--- src/rtl/pipe_hazard_tracker_pkg.sv ---
// Shared opcodes, field map and bubble word
// for the DEC/EX/ME/WB hazard tracker.
package pipe_hazard_tracker_pkg;

  localparam logic [3:0] ALUR   = 4'hC;
  localparam logic [3:0] ALUI   = 4'hD;
  localparam logic [3:0] CMPR   = 4'hE;
  localparam logic [3:0] CMPI   = 4'hF;
  localparam logic [3:0] LWOP   = 4'h7;
  localparam logic [3:0] SWOP   = 4'h6;
  localparam logic [3:0] BRANCH = 4'h2;
  localparam logic [3:0] JAL    = 4'h3;

  localparam logic [3:0] F = 4'h3;

  localparam logic [31:0] BUBBLE =
    {BRANCH, F, 24'h0};

  localparam int OP_LSB = 28;
  localparam int FN_LSB = 24;
  localparam int RA_LSB = 20;
  localparam int RB_LSB = 16;
  localparam int RC_LSB = 12;

  function automatic logic [3:0] fld(
    input logic [31:0] w,
    input int          lsb
  );
    return w[lsb+:4];
  endfunction

endpackage

--- src/rtl/pipe_hazard_tracker_reg_use_decode.sv ---
// Register usage decoder: which fields an op
// writes and reads.
module reg_use_decode
  import pipe_hazard_tracker_pkg::*;
(
  input  logic [3:0]  op,
  input  logic [31:0] iword,
  output logic        has_dst,
  output logic [3:0]  dst,
  output logic        use1,
  output logic [3:0]  src1,
  output logic        use2,
  output logic [3:0]  src2
);

  logic [3:0] ra;
  logic [3:0] rb;
  logic [3:0] rc;
  logic [19:0] unused_bits;

  assign ra = fld(iword, RA_LSB);
  assign rb = fld(iword, RB_LSB);
  assign rc = fld(iword, RC_LSB);
  assign unused_bits =
    {iword[31:24], iword[11:0]};

  // Map each op class to its dst/src fields
  always_comb begin
    has_dst = 1'b0;
    dst     = ra;
    use1    = 1'b0;
    src1    = rb;
    use2    = 1'b0;
    src2    = rc;
    unique case (1'b1)
      (op == ALUR),
      (op == CMPR): begin
        has_dst = 1'b1;
        use1    = 1'b1;
        use2    = 1'b1;
      end
      (op == ALUI),
      (op == CMPI),
      (op == LWOP),
      (op == JAL): begin
        has_dst = 1'b1;
        use1    = 1'b1;
      end
      (op == SWOP),
      (op == BRANCH): begin
        use1 = 1'b1;
        src1 = ra;
        use2 = 1'b1;
        src2 = rb;
      end
      default: ;
    endcase
  end

endmodule

--- src/rtl/pipe_hazard_tracker.sv ---
// Stage-word pipeline with RAW stall, taken-
// branch flush and saturating event counters.
module pipe_hazard_tracker
  import pipe_hazard_tracker_pkg::*;
#(
  parameter int IW    = 32,
  parameter int CNT_W = 16,
  parameter logic [IW-1:0] BUBBLE =
    pipe_hazard_tracker_pkg::BUBBLE
) (
  input  logic             clk,
  input  logic             reset,
  input  logic [IW-1:0]    if_iword,
  input  logic             br_taken,
  output logic [3:0]       IF_op,
  output logic [3:0]       IF_func,
  output logic [3:0]       DEC_op,
  output logic [3:0]       DEC_func,
  output logic [3:0]       EX_op,
  output logic [3:0]       EX_func,
  output logic [3:0]       ME_op,
  output logic [3:0]       ME_func,
  output logic [3:0]       WB_op,
  output logic [3:0]       WB_func,
  output logic [IW-1:0]    dec_iword,
  output logic [IW-1:0]    ex_iword,
  output logic [IW-1:0]    me_iword,
  output logic [IW-1:0]    wb_iword,
  output logic             stall,
  output logic             flush,
  output logic             pc_we,
  output logic [CNT_W-1:0] stall_cnt,
  output logic [CNT_W-1:0] flush_cnt
);

  assign IF_op    = if_iword[31:28];
  assign IF_func  = if_iword[27:24];
  assign DEC_op   = dec_iword[31:28];
  assign DEC_func = dec_iword[27:24];
  assign EX_op    = ex_iword[31:28];
  assign EX_func  = ex_iword[27:24];
  assign ME_op    = me_iword[31:28];
  assign ME_func  = me_iword[27:24];
  assign WB_op    = wb_iword[31:28];
  assign WB_func  = wb_iword[27:24];

  logic       d_unused_dst;
  logic [3:0] d_unused_dn;
  logic       d_u1;
  logic [3:0] d_s1;
  logic       d_u2;
  logic [3:0] d_s2;
  logic       x_has;
  logic [3:0] x_dst;
  logic       x_unused_u1;
  logic [3:0] x_unused_s1;
  logic       x_unused_u2;
  logic [3:0] x_unused_s2;
  logic       m_has;
  logic [3:0] m_dst;
  logic       m_unused_u1;
  logic [3:0] m_unused_s1;
  logic       m_unused_u2;
  logic [3:0] m_unused_s2;

  reg_use_decode u_dec (
    .op      (DEC_op),
    .iword   (dec_iword[31:0]),
    .has_dst (d_unused_dst),
    .dst     (d_unused_dn),
    .use1    (d_u1),
    .src1    (d_s1),
    .use2    (d_u2),
    .src2    (d_s2)
  );

  reg_use_decode u_ex (
    .op      (EX_op),
    .iword   (ex_iword[31:0]),
    .has_dst (x_has),
    .dst     (x_dst),
    .use1    (x_unused_u1),
    .src1    (x_unused_s1),
    .use2    (x_unused_u2),
    .src2    (x_unused_s2)
  );

  reg_use_decode u_me (
    .op      (ME_op),
    .iword   (me_iword[31:0]),
    .has_dst (m_has),
    .dst     (m_dst),
    .use1    (m_unused_u1),
    .src1    (m_unused_s1),
    .use2    (m_unused_u2),
    .src2    (m_unused_s2)
  );

  logic hit1;
  logic hit2;
  logic hazard;

  // RAW check of DEC sources against EX/ME
  always_comb begin
    hit1 = d_u1 &&
      ((x_has && d_s1 == x_dst) ||
       (m_has && d_s1 == m_dst));
    hit2 = d_u2 &&
      ((x_has && d_s2 == x_dst) ||
       (m_has && d_s2 == m_dst));
    hazard = hit1 || hit2;
    flush  = br_taken &&
      (EX_op == BRANCH || EX_op == JAL);
    stall  = hazard && !flush;
    pc_we  = !stall;
  end

  // Stage registers: flush > stall > advance
  always_ff @(posedge clk) begin
    if (reset) begin
      dec_iword <= BUBBLE;
      ex_iword  <= BUBBLE;
      me_iword  <= BUBBLE;
      wb_iword  <= BUBBLE;
    end else begin
      wb_iword <= me_iword;
      me_iword <= ex_iword;
      if (flush) begin
        dec_iword <= BUBBLE;
        ex_iword  <= BUBBLE;
      end else if (stall) begin
        ex_iword  <= BUBBLE;
      end else begin
        dec_iword <= if_iword;
        ex_iword  <= dec_iword;
      end
    end
  end

  // Saturating stall/flush event counters
  always_ff @(posedge clk) begin
    if (reset) begin
      stall_cnt <= '0;
      flush_cnt <= '0;
    end else begin
      if (stall && stall_cnt != '1)
        stall_cnt <= stall_cnt + 1'b1;
      if (flush && flush_cnt != '1)
        flush_cnt <= flush_cnt + 1'b1;
    end
  end

endmodule
--- config.mk ---
export PLATFORM = sky130hd
export DESIGN_NAME = pipe_hazard_tracker
export DESIGN_NICKNAME = d
export VERILOG_FILES = /design/src/rtl/pipe_hazard_tracker_pkg.sv /design/src/rtl/pipe_hazard_tracker_reg_use_decode.sv /design/src/rtl/pipe_hazard_tracker.sv
export SDC_FILE = /design/constraint.sdc
export NUM_CORES = 1
export LEC_CHECK = 0
export ABC_AREA = 1
export CAP_MARGIN = 20
export CORE_UTILIZATION = 45
export CTS_CLUSTER_DIAMETER = 60
export DETAILED_ROUTE_END_ITERATION = 7
export PLACE_DENSITY = 0.81
export SLEW_MARGIN = 30
export SYNTH_ARGS = -nofsm -noshare
export SYNTH_HDL_FRONTEND = slang
export SYNTH_SLANG_ARGS = --single-unit
--- constraint.sdc ---
create_clock -name clk -period 2.35 [get_ports clk]
set_clock_uncertainty 0.05 [all_clocks]
set_input_delay 0.47 -clock clk [delete_from_list [all_inputs] [get_ports clk]]
set_output_delay 0.47 -clock clk [all_outputs]
set_load 0.01 [all_outputs]
==> results.yml, run 1 <==
status:
  status: "finished, violations left"
  violations: "setup timing"
grt:
  grt_max_degree: 47
  grt_use_total: 0.241
  grt_pass1_wl_um: 27400
  overflow: 0
  grt_pass1_vias: 5547
  antenna_found_initial: 0
setup_path:
  worst_path_largest_cell_delay_ns: 0.37
  crit_type: "reg2out"
  crit_chain: "nor3_4, buf_6, nand2_2, nand3_2, nand2_1, nor2_2, nand3_2, nand2_2, nand2_2, nand2_2, nand2_4, inv_4, buf_6"
  arrival_ns: 2.03
  end_kind: "output pin"
  cp_max_fo: 5
  crit_family: "simple AND/OR/NAND/NOR gates"
  crit_top_cell: "nand2_2"
  cp.required_ns: 1.83
  worst-path-buf-inv: 3
  start_kind: "flip-flop"
  r2r_start: "dec_iword[31]$_SDFFE_PP0N_"
  cp_slowest_cell: "dfxtp_4"
  critPathLaunch: "dec_iword[31]$_SDFFE_PP0N_"
clocking:
  cts.sinks: 160
  clockBufferDepth: 2
  cts-root-buf: "clkbuf_16"
  numCtsBuffers: 17
  clkLatencyLatePin_ns: 0.42
  clk_pin_slew_ns: 0.06
  cts_tree: "yes"
  postCtsHoldBufs: 0
  ctsHtreeMaxLevel: 4
finish:
  final_cell_count_no_fill: 1246
  n_antenna_cell: 0
  fin_nets: 1090
  area_delta_synth_final_pct: 49.5
  final_common_cell: "clkdlybuf4s50_1"
  drive_gt1_frac: 0.155
  final_cell_mix: "clkdlybuf4s50_1 (234), dfxtp_1 (157), inv_1 (147)"
synth:
  avgSynthCellArea_um2: 7.95
  yosysSeqAreaShare: 0.494
  synthCells: 816
  synth_fp_nets: 853
  synth_area_leaders: "dfxtp_1 (49%), inv_1 (8.6%), nor2_1 (7.3%), nand2_1 (5.2%), buf_4 (4.6%)"
  yosys.area.top_type_share: 0.494
  ys_seq_elements: 160
  synth_area_leader_cell: "dfxtp_1"
  synth.distinct_cells: 35
  yosysWarnings: 0
  netlist_area_um2: 6490
pwr:
  power.share.sequential: 0.457
  p_sw_frac: 0.241
  intPower_uw: 4700
  power_density_nw_per_um2: 639
  netSwitchingPower_uw: 1490
  peakVddDrop_v: 0.000531
  p_clk_frac: 0.423
  p_comb_frac: 0.120
  power_leakage_uw: 0.00396
timing:
  fmax_ghz: 0.392
  hold_slack_ns: 0.309
  rsz0062_at_grt: "true"
  setup_slack_ns: -0.202
  finalSetupViolCount: 20
  hold_viol_final: 0
  period_needed_ns: 2.55
  tightest_slew_ns: 0.535
  drv_slew: 0
  fin_crit_sh: 1.09
  max_slew_margin: 0.643
drt:
  routed_wl_um: 18000
  drc: 0
  vias_per_cell: 4.79
  dr_total_vias: 5965
  drtPass1Iterations: 5
  drtAntennaViolNets: 0
  wl_per_cell_um: 14.5
  drt-initial-drc-count: 317
hold_path:
  min_from: "reset"
  hold_class: "in2reg"
placed_design:
  port_buffers: 237
  gp_congestion: 0.859
  hpwl_um: 12800
  pre_cts_slack_ns: -0.295
  placed_cells: 1208
floorplan:
  core_area_um2: 14000
  fp.dieW_um: 122
  rows: 43
  ios: 238
  die-area_um2: 14900
  start_util: 0.464
  dieHeight_um: 122
run:
  maxCapViolations: 0
[synthesized netlist by cell type]
library cell  count
nand2_4           1
nor3_2            3
o21ai_2          29
nand2_1          90
inv_2             3
inv_1           148
nand3_1          49
nand3_4           1
nor2_1          127
nand3b_1          1
o211ai_1          3
ha_1              2
a31oi_1           2
o21a_1            3
nand2_2           4
nor4_1            2
xnor2_1           5
a21oi_1          53
nor2_4            1
clkbuf_1         15
or2_2             7
nand4_1          20
a211oi_1          1
xor2_1            9
buf_12            3
o21ai_0          11
nor3_1            8
nand3_2           1
inv_4             1
nand4_2           1
dfxtp_1         160
nor3b_1           1
buf_4            40
buf_2             5
buf_6             6
[state kept, by name, indices dropped and copies added, names as in the netlist]
register and flops:
dec_iword 32, ex_iword 32, flush_cnt 16, me_iword 32, stall_cnt 16, wb_iword 32
[area by class of cell]
| class | count | area [um^2] |
|---|---|---|
| clock buffer | 23 | 488 |
| clock inverter | 9 | 82.6 |
| fill | 1131 | 4290 |
| inverter | 152 | 576 |
| multi-input combinational | 436 | 2330 |
| sequential | 160 | 3210 |
| tap | 180 | 225 |
| timing repair buffer | 286 | 2790 |
[worst reg2reg max path, delay by kind of cell, from the launching register on]
kind | cells | cell delay (ns)
AO/OA/AOI/OAI | 1 | 0.06
buffers and inverters | 2 | 0.51
AND/OR/NAND/NOR | 11 | 1.28
flip-flops | 1 | 0.37
[repair_timing]
item	CTS	global route
gates resized for setup	32	23
pin swaps	9	15
buffers inserted	5	1
setup endpoints to repair	81	83
gates cloned	1	0
hold endpoints to repair	0	0
[power by group through the flow]
stage                     registers, uW  clock network (uW)  logic [uW]
after floorplan                    2910                   0         328
after global placement             2890                   0         677
after detailed placement           2890                   0         682
after CTS                          2830                2680         717
after global routing               2840                2790         803
final                              2830                2620         743
[layer usage]
metal	track usage	part of all wire
met1	0.279	0.40
met2	0.416	0.50
met3	0.0651	0.066
met4	0.108	0.030
met5	0	0
[logic make-up (layout without fill, tap and decap cells)]
kind of cell / after synthesis / after routing / share of synthesized area
and+or+nand+nor: 317 / 318 / 0.218
buffers and inverters: 221 / 470 / 0.167
DFF: 160 / 160 / 0.494
AOI/OAI and AO/OA: 102 / 102 / 0.0986
xor gates and xnor gates: 14 / 14 / 0.0189
adders and majority gates: 2 / 2 / 0.00386
[path summary, 6_finish.rpt]
check,slack (ns),depth (start not counted),to
min,0.31,3,ex_iword[24]$_SDFF_PP1_
max,-0.20,13,stall
min reg2reg,0.37,2,me_iword[6]$_SDFF_PP0_
max reg2reg,-0.06,14,stall_cnt[5]$_SDFFE_PP0P_
[through the flow]
stage	cell area, um^2	utilization	TNS [ns]	total power (uW)
final	9700	0.693	-1.18	6190
after global routing	9700	0.693	-10.12	6430
after CTS	9620	0.688	-4.37	6230
after detailed placement	8920	0.638	-16.55	3570
after global placement	8920	0.638	-14.27	3560
after floorplan	6490	-	0	3240
Power figures use the tool's default switching activity.
==> inputs of run 2 (changes only) <==
--- a/config.mk
+++ b/config.mk
@@ -7,10 +7,10 @@
 export LEC_CHECK = 0
 export ABC_AREA = 1
 export CAP_MARGIN = 20
-export CORE_UTILIZATION = 45
+export CORE_UTILIZATION = 50
 export CTS_CLUSTER_DIAMETER = 60
 export DETAILED_ROUTE_END_ITERATION = 7
-export PLACE_DENSITY = 0.81
+export DONT_BUFFER_PORTS = 1
 export SLEW_MARGIN = 30
 export SYNTH_ARGS = -nofsm -noshare
 export SYNTH_HDL_FRONTEND = slang
==> results.yml, run 2 (same netlist as run 1, synthesis figures left out) <==
placed_design:
  pre_cts_slack_ns: -0.00879
  gp_congestion: 0.882
  port_buffers: 0
  dpl-instance-area_um2: 6500
  hpwl_um: 11000
drt:
  wl_per_cell_um: 15.7
  drtAntennaViolNets: 0
  dr_total_vias: 5047
  routed_wl_um: 15600
  drt-initial-drc-count: 268
  vias_per_cell: 5.07
  drc: 0
  drtPass1Iterations: 4
grt:
  grt_use_total: 0.233
  grt_max_degree: 87
  grt_pass1_wl_um: 23500
  antenna_found_initial: 0
  grt_pass1_vias: 4588
  overflow: 0
setup_path:
  critPathLaunch: "dec_iword[31]$_SDFFE_PP0N_"
  r2r_start: "dec_iword[31]$_SDFFE_PP0N_"
  crit_type: "reg2out"
  cp_max_fo: 5
  start_kind: "flip-flop"
  arrival_ns: 2.01
  cp.required_ns: 1.83
  ff2ff_setup_slack_ns: -0.05
  end_kind: "output pin"
  r2r_cells: 15
finish:
  area_delta_synth_final_pct: 11.8
  fin_nets: 848
  fin_area_um2: 7250
  final_cell_mix: "dfxtp_1 (157), inv_1 (147), nor2_1 (124)"
  final_common_cell: "dfxtp_1"
  n_antenna_cell: 0
  drive_gt1_frac: 0.181
  fill_cells: 1216
clocking:
  clk_pin_slew_ns: 0.07
  cts-root-buf: "clkbuf_16"
  clockBufferDepth: 2
  ctsHtreeMaxLevel: 4
  postCtsHoldBufs: 0
  cts.sinks: 160
  clkLatencyLatePin_ns: 0.43
  cts_tree: "yes"
  numCtsBuffers: 17
timing:
  fmax_ghz: 0.396
  rsz0062_at_grt: "true"
  finalSetupViolCount: 13
  tightest_slew_ns: 0.399
  drv_slew: 0
  setup_slack_ns: -0.176
  max_slew_margin: 0.734
  fin_setup_tns_ns: -0.468
  period_needed_ns: 2.53
  fin_crit_sh: 1.07
  hold_viol_final: 0
  hold_slack_ns: 0.0657
pwr:
  peakVddDrop_v: 0.000453
  power_leakage_uw: 0.00305
  power_density_nw_per_um2: 816
  total_power_uw: 5920
floorplan:
  ios: 238
  rows: 41
  start_util: 0.514
  fp.dieW_um: 116
  dieHeight_um: 116
  die-area_um2: 13400
  core_area_um2: 12600
hold_path:
  min_from: "reset"
  hold-path-cell-count: 1
  hold_class: "in2reg"
status:
  status: "finished, violations left"
  violations: "setup timing"
run:
  maxCapViolations: 0
## run 2: cell count changes in the layout (fill, tap and decap cells not counted), sizes merged
cell / before / now
clkinvlp: 2 / 3
buf: 51 / 44
clkdlybuf4s50: 234 / 0
clkbuf: 24 / 18
clkinv: 6 / 5
inv: 152 / 157
## run 2: worst paths after layout
kind,end
min reg2reg,wb_iword[12]$_SDFF_PP0_
max reg2reg,stall_cnt[0]$_SDFFE_PP0P_
max,stall
min,wb_iword[1]$_SDFF_PP0_
## run 2: where the power goes
part           internal [uW]  switching [uW]
Sequential              2780            86.9
Clock                   1470            1160
Combinational            156             265
## run 2: area by class of cell
type / count / area (um^2) / share of cell area
sequential: 160 / 3210 / 0.443
multi-input combinational: 436 / 2300 / 0.317
inverter: 152 / 586 / 0.0807
clock buffer: 18 / 429 / 0.0592
timing repair buffer: 44 / 384 / 0.0530
tap: 172 / 215 / 0.0297
clock inverter: 14 / 131 / 0.0181
## run 2: repair_timing
action                     CTS  global route
buffers inserted             5             1
setup endpoints to repair    9            18
cloned                       0             1
pin swaps                    8             1
gates resized for setup     25             9
## run 2: metal layers
metal  routed length, um  vias up  global-route usage
li1                    -     2471                   -
met1                6410     2341               0.269
met2                7490      210               0.387
met3                1460       25              0.0894
met4                 263        0              0.0923
met5                   0        -                   0
## run 2: critical path, cell delays in order, from the launching register on
cell and delay, ns:
dfxtp_4 0.37, nor3_4 0.32, nand2_1 0.12, nand3_1 0.10
nand2_1 0.07, nor2_1 0.10, nand3_1 0.07, nand2_1 0.08
nand2_2 0.07, nand2_4 0.10, nand2_8 0.09, clkinv_8 0.09
## run 2: per-stage QoR
stage               instances   util
global route              996  0.575
detailed placement        957  0.515
CTS                       994  0.572
floorplan                 816      -
finish                    996  0.575
global placement          957  0.515
